**src/rtl/fdiv_pkg.sv**
```systemverilog
// Shared types and elaboration helpers for the sequential fractional divider.
package fdiv_pkg;

  typedef enum logic [0:0] {StIdle, StRun} state_e;

  // Iteration cycles needed to retire no+1 quotient bits, k bits per cycle.
  function automatic int unsigned calc_cycles(input int unsigned no, input int unsigned k);
    return (no + 1 + k - 1) / k;
  endfunction

  function automatic int unsigned cnt_width(input int unsigned n);
    return $clog2(n + 1);
  endfunction

endpackage

```
**src/rtl/fractional_divider_seq_step.sv**
```systemverilog
// One combinational restoring-division step on a W-bit partial remainder.
module fdiv_step #(
  parameter int unsigned W = 25
) (
  input  logic [W-1:0] pr,
  input  logic [W-1:0] br,
  output logic [W-1:0] pr_next,
  output logic         qbit
);

  logic [W-1:0] diff;
  logic [W-1:0] sel;
  logic         borrow;

  always_comb begin
    borrow  = pr < br;
    diff    = pr - br;
    sel     = borrow ? pr : diff;
    pr_next = sel << 1;
    qbit    = ~borrow;
  end

endmodule

```
**src/rtl/fractional_divider_seq.sv**
```systemverilog
// Bit-serial unsigned 1.NI / 1.NI restoring divider, K quotient bits per clock.
module fractional_divider_seq
  import fdiv_pkg::*;
#(
  parameter int unsigned NI = 23,
  parameter int unsigned NO = 25,
  parameter int unsigned K  = 1
) (
  input  logic          clk,
  input  logic          rst,
  input  logic          start,
  input  logic [NI:0]   a,
  input  logic [NI:0]   b,
  output logic [NO:0]   q,
  output logic          sticky,
  output logic          dz,
  output logic          ovf,
  output logic          ready,
  output logic          done
);

  localparam int unsigned W   = NI + 2;
  localparam int unsigned N   = calc_cycles(NO, K);
  localparam int unsigned CW  = cnt_width(N);
  localparam int unsigned REM = (NO + 1) % K;

  state_e        state_q;
  logic [W-1:0]  pr_q;
  logic [W-1:0]  br_q;
  logic [NO:0]   q_q;
  logic [CW-1:0] cnt_q;
  logic          dz_pend_q;
  logic          ovf_pend_q;
  logic          sticky_q;
  logic          dz_q;
  logic          ovf_q;
  logic          ready_q;
  logic          done_q;

  logic          last_cyc;
  logic [K-1:0]  step_en;
  logic [W-1:0]  pr_d;
  logic [NO:0]   q_d;

  // The final cycle may retire fewer than K bits when K does not divide NO+1.
  always_comb begin
    last_cyc = (cnt_q == CW'(1));
    for (int unsigned j = 0; j < K; j++) begin
      step_en[j] = !(last_cyc && (REM != 0) && (j >= REM));
    end
  end

  for (genvar j = 0; j < K; j++) begin : g_stage
    logic [W-1:0] pr_in;
    logic [W-1:0] pr_step;
    logic [W-1:0] pr_out;
    logic [NO:0]  q_in;
    logic [NO:0]  q_out;
    logic         qbit;

    if (j == 0) begin : g_first
      assign pr_in = pr_q;
      assign q_in  = q_q;
    end else begin : g_next
      assign pr_in = g_stage[j-1].pr_out;
      assign q_in  = g_stage[j-1].q_out;
    end

    fdiv_step #(
      .W(W)
    ) u_step (
      .pr     (pr_in),
      .br     (br_q),
      .pr_next(pr_step),
      .qbit   (qbit)
    );

    assign pr_out = step_en[j] ? pr_step : pr_in;
    assign q_out  = step_en[j] ? {q_in[NO-1:0], qbit} : q_in;
  end

  assign pr_d = g_stage[K-1].pr_out;
  assign q_d  = g_stage[K-1].q_out;

  always_ff @(posedge clk or posedge rst) begin
    if (rst) begin
      state_q    <= StIdle;
      pr_q       <= '0;
      br_q       <= '0;
      q_q        <= '0;
      cnt_q      <= '0;
      dz_pend_q  <= 1'b0;
      ovf_pend_q <= 1'b0;
      sticky_q   <= 1'b0;
      dz_q       <= 1'b0;
      ovf_q      <= 1'b0;
      ready_q    <= 1'b1;
      done_q     <= 1'b0;
    end else begin
      done_q <= 1'b0;
      if (start) begin
        // Start wins over completion and aborts any divide in flight.
        state_q    <= StRun;
        pr_q       <= {1'b0, a};
        br_q       <= {1'b0, b};
        q_q        <= '0;
        cnt_q      <= CW'(N);
        dz_pend_q  <= (b == '0);
        ovf_pend_q <= (b != '0) && ({1'b0, a} >= {b, 1'b0});
        sticky_q   <= 1'b0;
        dz_q       <= 1'b0;
        ovf_q      <= 1'b0;
        ready_q    <= 1'b0;
      end else begin
        unique case (state_q)
          StRun: begin
            if (dz_pend_q || ovf_pend_q) begin
              q_q      <= '1;
              sticky_q <= 1'b0;
              dz_q     <= dz_pend_q;
              ovf_q    <= ovf_pend_q;
              state_q  <= StIdle;
              ready_q  <= 1'b1;
              done_q   <= 1'b1;
            end else begin
              pr_q  <= pr_d;
              q_q   <= q_d;
              cnt_q <= cnt_q - CW'(1);
              if (last_cyc) begin
                sticky_q <= (pr_d != '0);
                state_q  <= StIdle;
                ready_q  <= 1'b1;
                done_q   <= 1'b1;
              end
            end
          end
          default: ;
        endcase
      end
    end
  end

  assign q      = q_q;
  assign sticky = sticky_q;
  assign dz     = dz_q;
  assign ovf    = ovf_q;
  assign ready  = ready_q;
  assign done   = done_q;

endmodule
```
**config.mk**
```make
export PLATFORM = sky130hd
export DESIGN_NAME = fractional_divider_seq
export DESIGN_NICKNAME = d
export VERILOG_FILES = /design/src/rtl/fdiv_pkg.sv /design/src/rtl/fractional_divider_seq_step.sv /design/src/rtl/fractional_divider_seq.sv
export SDC_FILE = /design/constraint.sdc
export NUM_CORES = 1
export LEC_CHECK = 0
export ABC_AREA = 0
export ABC_CLOCK_PERIOD_IN_PS = 3700
export BUFFER_PORTS_ARGS = -buffer_cell sky130_fd_sc_hd__buf_2
export CAP_MARGIN = 20
export CELL_PAD_IN_SITES_DETAIL_PLACEMENT = 0
export CELL_PAD_IN_SITES_GLOBAL_PLACEMENT = 2
export CORE_ASPECT_RATIO = 1.5
export CORE_MARGIN = 2
export CORE_UTILIZATION = 32
export DETAILED_ROUTE_END_ITERATION = 8
export PLACE_DENSITY = 0.89
export SLEW_MARGIN = 20
export SYNTH_ARGS = -nofsm -noshare
export SYNTH_HDL_FRONTEND = slang
export SYNTH_SLANG_ARGS = --single-unit
```
**constraint.sdc**
```tcl
create_clock -name clk -period 3.7 [get_ports clk]
set_clock_uncertainty 0.1 [all_clocks]
set_input_delay 0.37 -clock clk [delete_from_list [all_inputs] [get_ports clk]]
set_output_delay 0.37 -clock clk [all_outputs]
set_load 0.01 [all_outputs]
```
### Yosys cells after proc, flatten, opt, wreduce, memory -nomap -nowiden

Cells that the tools add are included.

* register bits: 88
* input port bits: 51

* add/sub/neg operators: 2
* $lt $le $gt $ge: 2
* equality and inequality tests: 2
* muxes and demuxes: 32
* bitwise operators: 1
* reduce and logical (&&, ||, !) cells: 11

Operators by type and width (count)
* 2-to-1 mux 26 bit: 3
* 2-to-1 mux 25 bit: 3
* >= comparator 24 x 25 -> 1 bit: 1
* < comparator 25 x 24 -> 1 bit: 1
* nonzero test 25 bit: 1
* logical NOT 24 bit: 1
* 2-to-1 mux 24 bit: 1
* nonzero test 24 bit: 1
* subtractor 24 bit: 1
* 2-to-1 mux 1 bit: 22
* 2-to-1 mux 5 bit: 3
* AND reduction 2 bit: 3
* == test 5 x 1 -> 1 bit, second input constant: 1
* subtractor 5 x 1 -> 5 bit, second input constant: 1
* nonzero test 2 bit: 2
* nonzero test 3 bit: 1
* != test 2 bit, second input constant: 1
* logical AND 1 bit: 1
* logical OR 1 bit: 1
* NOT 1 bit: 1

### Depth between registers and ports, before layout

Gate-level depths: netlist of the first run.

* depth in word-level cells: 7
* depth in mapped cells: 13

### Cells and area by module

A second synthesis of the first run with hierarchy kept.

* cell total of the unflattened synthesis: 684
* area total of the unflattened synthesis: 5974.5 um^2

By module, submodules not included
* fractional_divider_seq: instances 1, cells each 426, area each 4321.6 um^2, sequential area each 2203.4 um^2
* fdiv_step: instances 1, cells each 258, area each 1652.8 um^2, sequential area each 0.0 um^2

### Worst setup path before layout of the first run

OpenSTA, ideal clock, no wires.

* path type: flip-flop to flip-flop
* start: register pr_q[0], in the netlist g_stage[0].pr_in[0]
* end: register sticky_q, in the netlist sticky
* library setup time: 124 ps
* arrival: 3280 ps
* data required time: 3476 ps
* slack: 196 ps
* stages on the path, launching flop included: 14
* buffers on the path: 0
* path through: dfrtp_1 -> inv_1 -> ha_1 -> inv_1 -> fa_1 -> a21o_1 -> a221oi_2 -> o21bai_1 -> a21oi_2 -> xnor2_1 -> or4b_1 -> or4_1 -> o41a_1 -> o31a_1

* cells in the longest elaborated chain, start to end: 7

Ends and longest elaborated chain
* start, declared: line fractional_divider_seq.sv:28 `logic [W-1:0] pr_q;`
* start signal, assigned: line fractional_divider_seq.sv:104 `pr_q <= {1'b0, a};`
* start signal, assigned: line fractional_divider_seq.sv:126 `pr_q <= pr_d;`
* subtractor 24 bit or < comparator 25 x 24 -> 1 bit (tied branches): line fractional_divider_seq_step.sv:17, fractional_divider_seq_step.sv:16
* 2-to-1 mux 24 bit (*): line fractional_divider_seq_step.sv:18 `sel = borrow ? pr : diff;`
* nonzero test 25 bit (*): line fractional_divider_seq.sv:130 `sticky_q <= (pr_d != '0);`
* 2-to-1 mux 1 bit (*): line fractional_divider_seq.sv:129 `if (last_cyc) begin`
* 2-to-1 mux 1 bit (*): line fractional_divider_seq.sv:117 `if (dz_pend_q || ovf_pend_q) begin`
* 2-to-1 mux 1 bit (*): line fractional_divider_seq.sv:115 `unique case (state_q)`
* 2-to-1 mux 1 bit (*): line fractional_divider_seq.sv:101 `if (start) begin`
* end signal, assigned: line fractional_divider_seq.sv:130
* end, declared: line fractional_divider_seq.sv:34 `logic sticky_q;`

Mark *: on every way between the ends. The rest lies on a longest branch, timed or not. The select of a mux whose other input is x is not followed.
A chain may end at the register's enable or synchronous reset.

### Worst setup path after layout of the first run

Same ends and word-level chain as after synthesis.

==> impl_metrics.ini, run 1 <==
[logic_synthesis]
synthCells = 659
synthFlopType = dfrtp_1
ys_warn_count = 0
ys_ff_latch = 88
synth.net_count = 760
yosys.area.top_type = dfrtp_1
syn-cell-area_sq_um = 5840
ys_async_sr_fraction_pct = 100
synth_area_leaders = dfrtp_1 37%, ha_1 10%, nand2_1 5.5%, o221a_2 4.8%, o21ai_0 4.2%
synth-edff-count = 0
ys_types = 57
synth.top_cell.area_share_pct = 37.3
syn_avg_cell_area_sq_um = 8.86
ys_seq_area_share_pct = 37.7

[power_and_ir_drop]
power.share.clock_pct = 22.9
leakage_nw = 3.35
p_sw_share_pct = 41.9
power_switching_mw = 1.69
p_per_area_nw_per_um2 = 592
p_comb_share_pct = 46.1
p_int_mw = 2.34
peakVddDrop_uv = 223
p_seq_share_pct = 31.1

[clocking]
postCtsHoldBufs = 0
clockBufferDepth = 2
cts_tree = built
clk_latency_ns = 0.35
clock_sinks = 88
htreeDepth = 3
clk_pin_slew_worst_paths_ns = 0.07
root_buffer = clkbuf_16
cts_inserted_buffers = 9

[timing]
finalCritPeriodShare_pct = 97.0
tightestPinTransition_ns = 0.738
min_period_ns = 3.59
whs_ns = -0.000235
hold_viol_final = 1
slew_headroom_pct = 50.8
setup_viol = 0
rsz0062_at_grt = true
slew_viol_final = 0
fin_setup_tns_ns = 0
fmax_ghz = 0.279

[routing]
antenna_left = 0
drt_iter0_markers = 449
drc = 0
vias = 5221
wl_per_cell_microns = 18.0
viasPerCell = 5.46
routed_wl_microns = 17200
dr.pass1.iters = 5

[finish]
antennaDiodeCount = 0
fill_cells = 1836
drive_gt1_share_pct = 20.3
final_cell_mix = 87 x dfrtp_1, 86 x nand2_1, 81 x buf_2
syn_to_final_growth_pct = 16.7
design_area_sq_um = 6810
nets = 835
final_common_cell = dfrtp_1

[setup_path]
worstPathBufferInverterCount = 2
path_max_fanout = 2
crit_type = reg -> reg
worstPathRequired_ns = 3.83
cp.depth = 13
arrival_ns = 3.72
cp_top_family = compound AO/OA/AOI/OAI gates
crit_top_cell = inv_1
path_cells = inv_1 -> ha_2 -> inv_1 -> fa_2 -> a21o_1 -> a221oi_2 -> o21bai_1 -> a21oi_2 -> xnor2_1 -> or4b_1 -> or4_1 -> o41a_1 -> o31a_1
slowest_delay_ns = 0.50
r2r_cells = 13
cp-start-kind = flip-flop
crit_path_end_kind = flip-flop
critPathSlowestCell = or4b_1

[global_routing]
track_usage_pct = 18.4
grt_remaining_overflow = 0
antenna_found_initial = 0
grt_pass1_vias = 5206
grt_pass1_wl_microns = 28000
grt_max_degree = 47

[die]
start_util_pct = 32.6
dieArea_sq_um = 19400
chipHeight_microns = 169
row_count = 60
boundaryPins = 82
die_w_microns = 114
coreArea_sq_um = 17900

[place]
io_buffers = 81
place.detailed.hpwl_microns = 13200
gp_congestion = 0.878
placed_area_sq_um = 6500

[outcome]
failed_checks = hold timing
status = finished with violations

[job]
maxCapViolCount = 0

[min_path]
hp-class = in -> async
==> worst reg2reg max path: stages, from the launching register on <==
cell,delay (ns)
dfrtp_1,0.38
inv_1,0.08
ha_2,0.18
inv_1,0.05
fa_2,0.34
a21o_1,0.19
a221oi_2,0.26
o21bai_1,0.11
a21oi_2,0.14
xnor2_1,0.09
or4b_1,0.50
or4_1,0.40
o41a_1,0.42
o31a_1,0.24
==> per-stage QoR <==
stage               setup slack (ns)  power (mW)  utilization (%)  std cells
global placement              0.0429        3.11             36.2        938
detailed placement           -0.0132        3.11             36.2        938
floorplan                      0.196        2.56                -        659
global route                 -0.0360        4.33             38.0        956
finish                         0.112        4.04             38.0        956
CTS                           0.0451        4.05             37.9        955
==> timing repair <==
| item | 4_1_cts | 5_1_grt |
|---|---|---|
| endpoints found under the setup margin | 1 | 1 |
| pin swaps | 3 | 3 |
| buffers inserted | 1 | 1 |
| gates resized for setup | 1 | 1 |
==> synthesized netlist by cell type, types with 4 or more instances <==
| library cell | n |
|---|---|
| a211oi_1 | 7 |
| a21o_1 | 32 |
| a21oi_1 | 31 |
| a311oi_1 | 13 |
| a31oi_1 | 6 |
| and2_1 | 5 |
| and3_1 | 5 |
| clkbuf_1 | 29 |
| dfrtp_1 | 87 |
| ha_1 | 49 |
| inv_1 | 58 |
| mux2i_1 | 6 |
| nand2_1 | 86 |
| nand2b_1 | 4 |
| nand3_1 | 9 |
| nand4_1 | 9 |
| nor2_1 | 41 |
| nor3_1 | 9 |
| nor4_1 | 9 |
| o211ai_1 | 6 |
| o21a_1 | 9 |
| o21ai_0 | 49 |
| o221a_2 | 25 |
| xnor2_1 | 17 |
| xor2_1 | 8 |
==> power groups by stage <==
| stage | Clock [mW] | Sequential (mW) | Combinational [mW] |
|---|---|---|---|
| floorplan | 0 | 1.25 | 1.31 |
| global placement | 0 | 1.28 | 1.84 |
| detailed placement | 0 | 1.27 | 1.83 |
| CTS | 0.941 | 1.26 | 1.85 |
| global route | 0.977 | 1.28 | 2.08 |
| finish | 0.923 | 1.25 | 1.86 |
==> metal layers <==
metal	vias up	wire [microns]	track usage [%]
met5	-	0	0
met3	28	635	2.54
li1	2540	-	-
met2	144	8710	32.2
met4	0	490	6.95
met1	2509	7360	22.8
==> cell type report <==
cell class / instances / area, sq um / area share (%)
multi-input cells: 480 / 3300 / 48.4
flip-flops and latches: 88 / 2200 / 32.3
repair buffers: 96 / 518 / 7.60
well taps: 217 / 272 / 3.98
clock buffers: 9 / 225 / 3.31
inverters: 59 / 223 / 3.27
clock inverters: 7 / 72.6 / 1.07
==> sequential cells by signal, summed over array words and instances (netlist names), 5 cells and up <==
| register | count |
|---|---|
| br_q | 24 |
| cnt_q | 5 |
| g_stage.pr_in | 25 |
| q | 26 |
==> worst paths after layout <==
check	slack [ns]	from	end
worst max-delay path	0.11	g_stage[0].pr_in[0]$_DFFE_PP0P_	sticky$_DFFE_PP0P_
worst min-delay path	-0.0002	rst	br_q[17]$_DFFE_PP0P_
worst max register to register	0.11	g_stage[0].pr_in[0]$_DFFE_PP0P_	sticky$_DFFE_PP0P_
worst min register to register	0.36	ready$_DFFE_PP1P_	ready$_DFFE_PP1P_
max in group asynchronous	2.63	rst	ready$_DFFE_PP1P_
min in group clk	0.15	a[3]	g_stage[0].pr_in[3]$_DFFE_PP0P_
==> logic make-up after synthesis <==
| group | count (synthesis) | share of synthesized area (%) |
|---|---|---|
| AO/OA/AOI/OAI | 205 | 25.4 |
| AND/OR/NAND/NOR | 192 | 15.0 |
| buffers and inverters | 91 | 5.85 |
| flip-flops | 88 | 37.7 |
| adder cells (fa/ha/maj) | 50 | 10.8 |
| XOR/XNOR | 25 | 3.75 |
| multiplexers | 8 | 1.41 |
No activity file was read; power rests on OpenSTA's default activity.
==> inputs of run 2 (changes only) <==
--- a/config.mk
+++ b/config.mk
@@ -7,14 +7,14 @@
 export LEC_CHECK = 0
 export ABC_AREA = 0
 export ABC_CLOCK_PERIOD_IN_PS = 3700
-export BUFFER_PORTS_ARGS = -buffer_cell sky130_fd_sc_hd__buf_2
 export CAP_MARGIN = 20
 export CELL_PAD_IN_SITES_DETAIL_PLACEMENT = 0
 export CELL_PAD_IN_SITES_GLOBAL_PLACEMENT = 2
 export CORE_ASPECT_RATIO = 1.5
 export CORE_MARGIN = 2
-export CORE_UTILIZATION = 32
+export CORE_UTILIZATION = 36
 export DETAILED_ROUTE_END_ITERATION = 8
+export DONT_BUFFER_PORTS = 1
 export PLACE_DENSITY = 0.89
 export SLEW_MARGIN = 20
 export SYNTH_ARGS = -nofsm -noshare
==> impl_metrics.ini, run 2 (same netlist as run 1, synthesis figures left out) <==
[die]
row_count = 57
start_util_pct = 36.4
die_w_microns = 108
chipHeight_microns = 160
boundaryPins = 82
dieArea_sq_um = 17300
coreArea_sq_um = 16000

[timing]
finalCritPeriodShare_pct = 98.3
whs_ns = 0.0289
setup_viol = 0
fin_ws_ns = 0.0636
slew_viol_final = 0
tightestPinTransition_ns = 0.787
hold_viol_final = 0
min_period_ns = 3.64
rsz0062_at_grt = true
slew_headroom_pct = 47.5
fmax_ghz = 0.275

[finish]
syn_to_final_growth_pct = 9.94
multi_input_area_sq_um = 3300
drive_gt1_share_pct = 10.2
largest_register_ffs = 26
antennaDiodeCount = 0
final_cell_mix = 87 x dfrtp_1, 86 x nand2_1, 57 x inv_1
nets = 756
final_common_cell = dfrtp_1
fin_cells = 866
fill_cells = 1632
ff_latch_area_sq_um = 2200

[routing]
vias = 5008
viasPerCell = 5.78
drt_iter0_markers = 431
drc = 0
dr.pass1.iters = 5
routed_wl_microns = 17400
wl_per_cell_microns = 20.1
antenna_left = 0

[clocking]
clk_latency_ns = 0.35
clk_pin_slew_worst_paths_ns = 0.07
htreeDepth = 3
cts_tree = built
clock_sinks = 88
clockBufferDepth = 2
root_buffer = clkbuf_16
cts_inserted_buffers = 9

[global_routing]
grt_max_degree = 89
grt_pass1_vias = 4991
track_usage_pct = 20.3
grt_remaining_overflow = 0
use_met3_pct = 3.96
grt_pass1_wl_microns = 27300
met2_usage_pct = 36.0
antenna_found_initial = 0
gr-max-usage-layer = met2
met1_usage_pct = 23.7

[setup_path]
path_max_fanout = 2
r2r_cells = 13
cp-start-kind = flip-flop
arrival_ns = 3.76
worstPathRequired_ns = 3.83
crit_path_end_kind = flip-flop
crit_type = reg -> reg

[place]
place.detailed.hpwl_microns = 13200
dp.cells = 845
io_buffers = 0
gp_congestion = 0.925
preCtsSetupSlack_ns = -0.0194

[min_path]
min_path_cells = 1
hp-class = in -> reg

[power_and_ir_drop]
peakVddDrop_uv = 222
p_per_area_nw_per_um2 = 617
leakage_nw = 3.02

[job]
maxCapViolCount = 0

[outcome]
status = finished clean
run 2: final cells by class:
class,count,area share (%)
Multi-Input combinational cell,480,51.4
Sequential cell,88,34.3
Tap cell,206,4.01
Clock buffer,9,3.51
Inverter,59,3.47
Timing Repair Buffer,17,2.14
Clock inverter,7,1.13
run 2: through the flow:
step | TNS (ns) | power (mW) | area [sq um] | utilization (%)
after floorplan | 0 | 2.56 | 5840 | -
after global placement | 0 | 3.01 | 6070 | 37.8
after detailed placement | -0.0194 | 3.03 | 6070 | 37.8
after CTS | 0 | 3.97 | 6400 | 39.9
after global routing | -0.114 | 4.23 | 6420 | 40.0
final | 0 | 3.96 | 6420 | 40.0
run 2: what timing repair did:
item | CTS | global route
setup buffers | 0 | 1
hold endpoints to repair | 44 | 1
resized for setup | 1 | 1
endpoints found under the setup margin | 1 | 1
gates cloned | 0 | 0
hold buffers | 3 | 1
pin swaps | 4 | 2
run 2: metal layers:
layer	vias up	part of all wire, %
met5	-	0
met3	31	5.5
met1	2433	40
met4	0	3.3
li1	2376	-
met2	168	51
run 2: worst paths after layout:
check	slack [ns]	from	endpoint
worst max-delay path	0.06	g_stage[0].pr_in[0]$_DFFE_PP0P_	sticky$_DFFE_PP0P_
worst min-delay path	0.03	start	br_q[9]$_DFFE_PP0P_
worst max register to register	0.06	g_stage[0].pr_in[0]$_DFFE_PP0P_	sticky$_DFFE_PP0P_
worst min register to register	0.40	ready$_DFFE_PP1P_	ready$_DFFE_PP1P_
max in group asynchronous	2.22	rst	br_q[2]$_DFFE_PP0P_
min in group asynchronous	0.48	rst	g_stage[0].pr_in[17]$_DFFE_PP0P_
run 2: worst max-delay path: stages (launching register included):
cell and delay (ns):
dfrtp_1 0.38, inv_1 0.07, ha_1 0.16, inv_1 0.06, fa_2 0.34, a21o_1 0.19
a221oi_2 0.27, o21bai_1 0.12, a21oi_2 0.15, xnor2_1 0.10, or4b_1 0.50, or4_4 0.42
o41a_1 0.42, o31a_1 0.24
run 2: report_power, final:
part / leakage [nW] / switching (mW) / internal (mW)
registers: 1.08 / 0.174 / 1.11
logic: 1.79 / 1.05 / 0.714
clock network: 0.143 / 0.435 / 0.477
==> inputs of run 3 (changes only) <==
--- a/config.mk
+++ b/config.mk
@@ -10,7 +10,6 @@
 export CAP_MARGIN = 20
 export CELL_PAD_IN_SITES_DETAIL_PLACEMENT = 0
 export CELL_PAD_IN_SITES_GLOBAL_PLACEMENT = 2
-export CORE_ASPECT_RATIO = 1.5
 export CORE_MARGIN = 2
 export CORE_UTILIZATION = 36
 export DETAILED_ROUTE_END_ITERATION = 8
==> impl_metrics.ini, run 3 (same netlist as run 1, synthesis figures left out) <==
[outcome]
status = finished clean

[routing]
viasPerCell = 5.65
dr.pass1.iters = 5
drt_iter0_markers = 458
routed_wl_microns = 17000
drc = 0
wl_per_cell_microns = 19.4
vias = 4946
antenna_left = 0

[die]
dieArea_sq_um = 17300
start_util_pct = 36.8
chipHeight_microns = 131
coreArea_sq_um = 15900
boundaryPins = 82
row_count = 46
die_w_microns = 131

[clocking]
clockBufferDepth = 2
htreeDepth = 3
clock_sinks = 88
cts_tree = built
clk_latency_ns = 0.36
root_buffer = clkbuf_16
cts_inserted_buffers = 9
clk_pin_slew_worst_paths_ns = 0.07

[place]
preCtsSetupSlack_ns = -0.0328
dp.cells = 856
io_buffers = 0
placed_area_sq_um = 6090
gp_congestion = 0.934
place.detailed.hpwl_microns = 12700

[timing]
fin_ws_ns = 0.0471
setup_viol = 0
slew_viol_final = 0
whs_ns = 0.0284
rsz0062_at_grt = true
slew_headroom_pct = 45.1
finalCritPeriodShare_pct = 98.7
fin_setup_tns_ns = 0
min_period_ns = 3.65
hold_viol_final = 0
tightestPinTransition_ns = 0.822
fmax_ghz = 0.274

[finish]
final_cell_mix = 87 x dfrtp_1, 86 x nand2_1, 57 x inv_1
final_common_cell = dfrtp_1
nets = 755
final_core_util_pct = 40.4
drive_gt1_share_pct = 10.2
fin_cells = 875
antennaDiodeCount = 0
design_area_sq_um = 6410
syn_to_final_growth_pct = 9.75
largest_register_ffs = 26

[setup_path]
critPathSlowestCell = or4b_1
cp_top_family = compound AO/OA/AOI/OAI gates
r2r_end = sticky$_DFFE_PP0P_
path_max_fanout = 2
crit_type = reg -> reg
path_cells = inv_1 -> ha_1 -> inv_1 -> fa_2 -> a21o_1 -> a221oi_2 -> o21bai_1 -> a21oi_2 -> xnor2_1 -> or4b_1 -> or4_1 -> o41a_1 -> o31a_1
arrival_ns = 3.80
r2r-start = g_stage[0].pr_in[0]$_DFFE_PP0P_
r2r_cells = 13
slowest_delay_ns = 0.49
cp-start-kind = flip-flop
crit_top_cell = inv_1
crit_path_end_kind = flip-flop
worstPathBufferInverterCount = 2
r2r_slack_ns = 0.05
worstPathRequired_ns = 3.84

[global_routing]
antenna_found_initial = 0
track_usage_pct = 20.1
met1_usage_pct = 26.5
grt_pass1_vias = 4934
gr-max-usage-layer = met2
grt_remaining_overflow = 0
met2_usage_pct = 32.6
grt_max_degree = 87
grt_pass1_wl_microns = 27700
use_met3_pct = 5.02

[min_path]
min_path_cells = 1
min_to = g_stage[0].pr_in[15]$_DFFE_PP0P_
worstHoldStart = a[15]
hp-class = in -> reg

[power_and_ir_drop]
p_seq_share_pct = 32.5
peakVddDrop_uv = 262
p_int_mw = 2.31
power.share.clock_pct = 23.2
p_sw_share_pct = 41.6
p_per_area_nw_per_um2 = 617
leakage_nw = 3.01
p_comb_share_pct = 44.3
finalPower_mw = 3.96
power_switching_mw = 1.65

[job]
maxCapViolCount = 0
run 3: cell count changes in the layout (fill, tap and decap cells not counted), sizes merged:
| cell | delta |
|---|---|
| inv | +2 |
| dlygate4sd3 | -2 |
| buf | +1 |
| clkinv | -2 |
run 3: worst max path at each step:
stage	startpoint	end	depth (start not counted)
CTS	g_stage[0].pr_in[0]$_DFFE_PP0P_	sticky$_DFFE_PP0P_	13
detailed placement	g_stage[0].pr_in[0]$_DFFE_PP0P_	sticky$_DFFE_PP0P_	13
finish	g_stage[0].pr_in[0]$_DFFE_PP0P_	sticky$_DFFE_PP0P_	13
global route	g_stage[0].pr_in[0]$_DFFE_PP0P_	sticky$_DFFE_PP0P_	13
global placement	g_stage[0].pr_in[0]$_DFFE_PP0P_	sticky$_DFFE_PP0P_	13
floorplan	g_stage[0].pr_in[0]$_DFFE_PP0P_	sticky$_DFFE_PP0P_	13
run 3: layer usage:
metal	wire length (microns)	part of all wire, %
met1	7690	45
met2	7940	47
met3	1070	6.3
met4	310	1.8
met5	0	0
run 3: cell type report:
class / count / area [sq um]
sequential: 88 / 2200
multi-input combinational: 480 / 3300
timing repair buffer: 16 / 125
clock inverter: 7 / 65.1
inverter: 59 / 223
fill: 1644 / 9480
clock buffer: 9 / 225
tap: 216 / 270
run 3: power groups by stage:
stage | Combinational (mW) | Clock, mW | Sequential (mW)
5_1_grt | 1.95 | 0.984 | 1.31
3_3_place_gp | 1.73 | 0 | 1.30
4_1_cts | 1.75 | 0.946 | 1.29
3_5_place_dp | 1.72 | 0 | 1.30
6_report | 1.75 | 0.917 | 1.29
2_1_floorplan | 1.31 | 0 | 1.25
run 3: worst reg2reg max path, cell delays in order (launching register included):
cell and delay, ns:
dfrtp_1 0.38, inv_1 0.08, ha_1 0.15, inv_1 0.06, fa_2 0.36, a21o_1 0.22, a221oi_2 0.27, o21bai_1 0.12
a21oi_2 0.15, xnor2_1 0.10, or4b_1 0.49, or4_1 0.41, o41a_1 0.43, o31a_1 0.24
run 3: what timing repair did:
action | CTS | global route
gates resized for setup | 1 | 0
hold buffers | 2 | 0
pin swaps | 1 | 1
endpoints found under the setup margin | 1 | 1
setup buffers | 1 | 0
hold endpoints to repair | 37 | 0
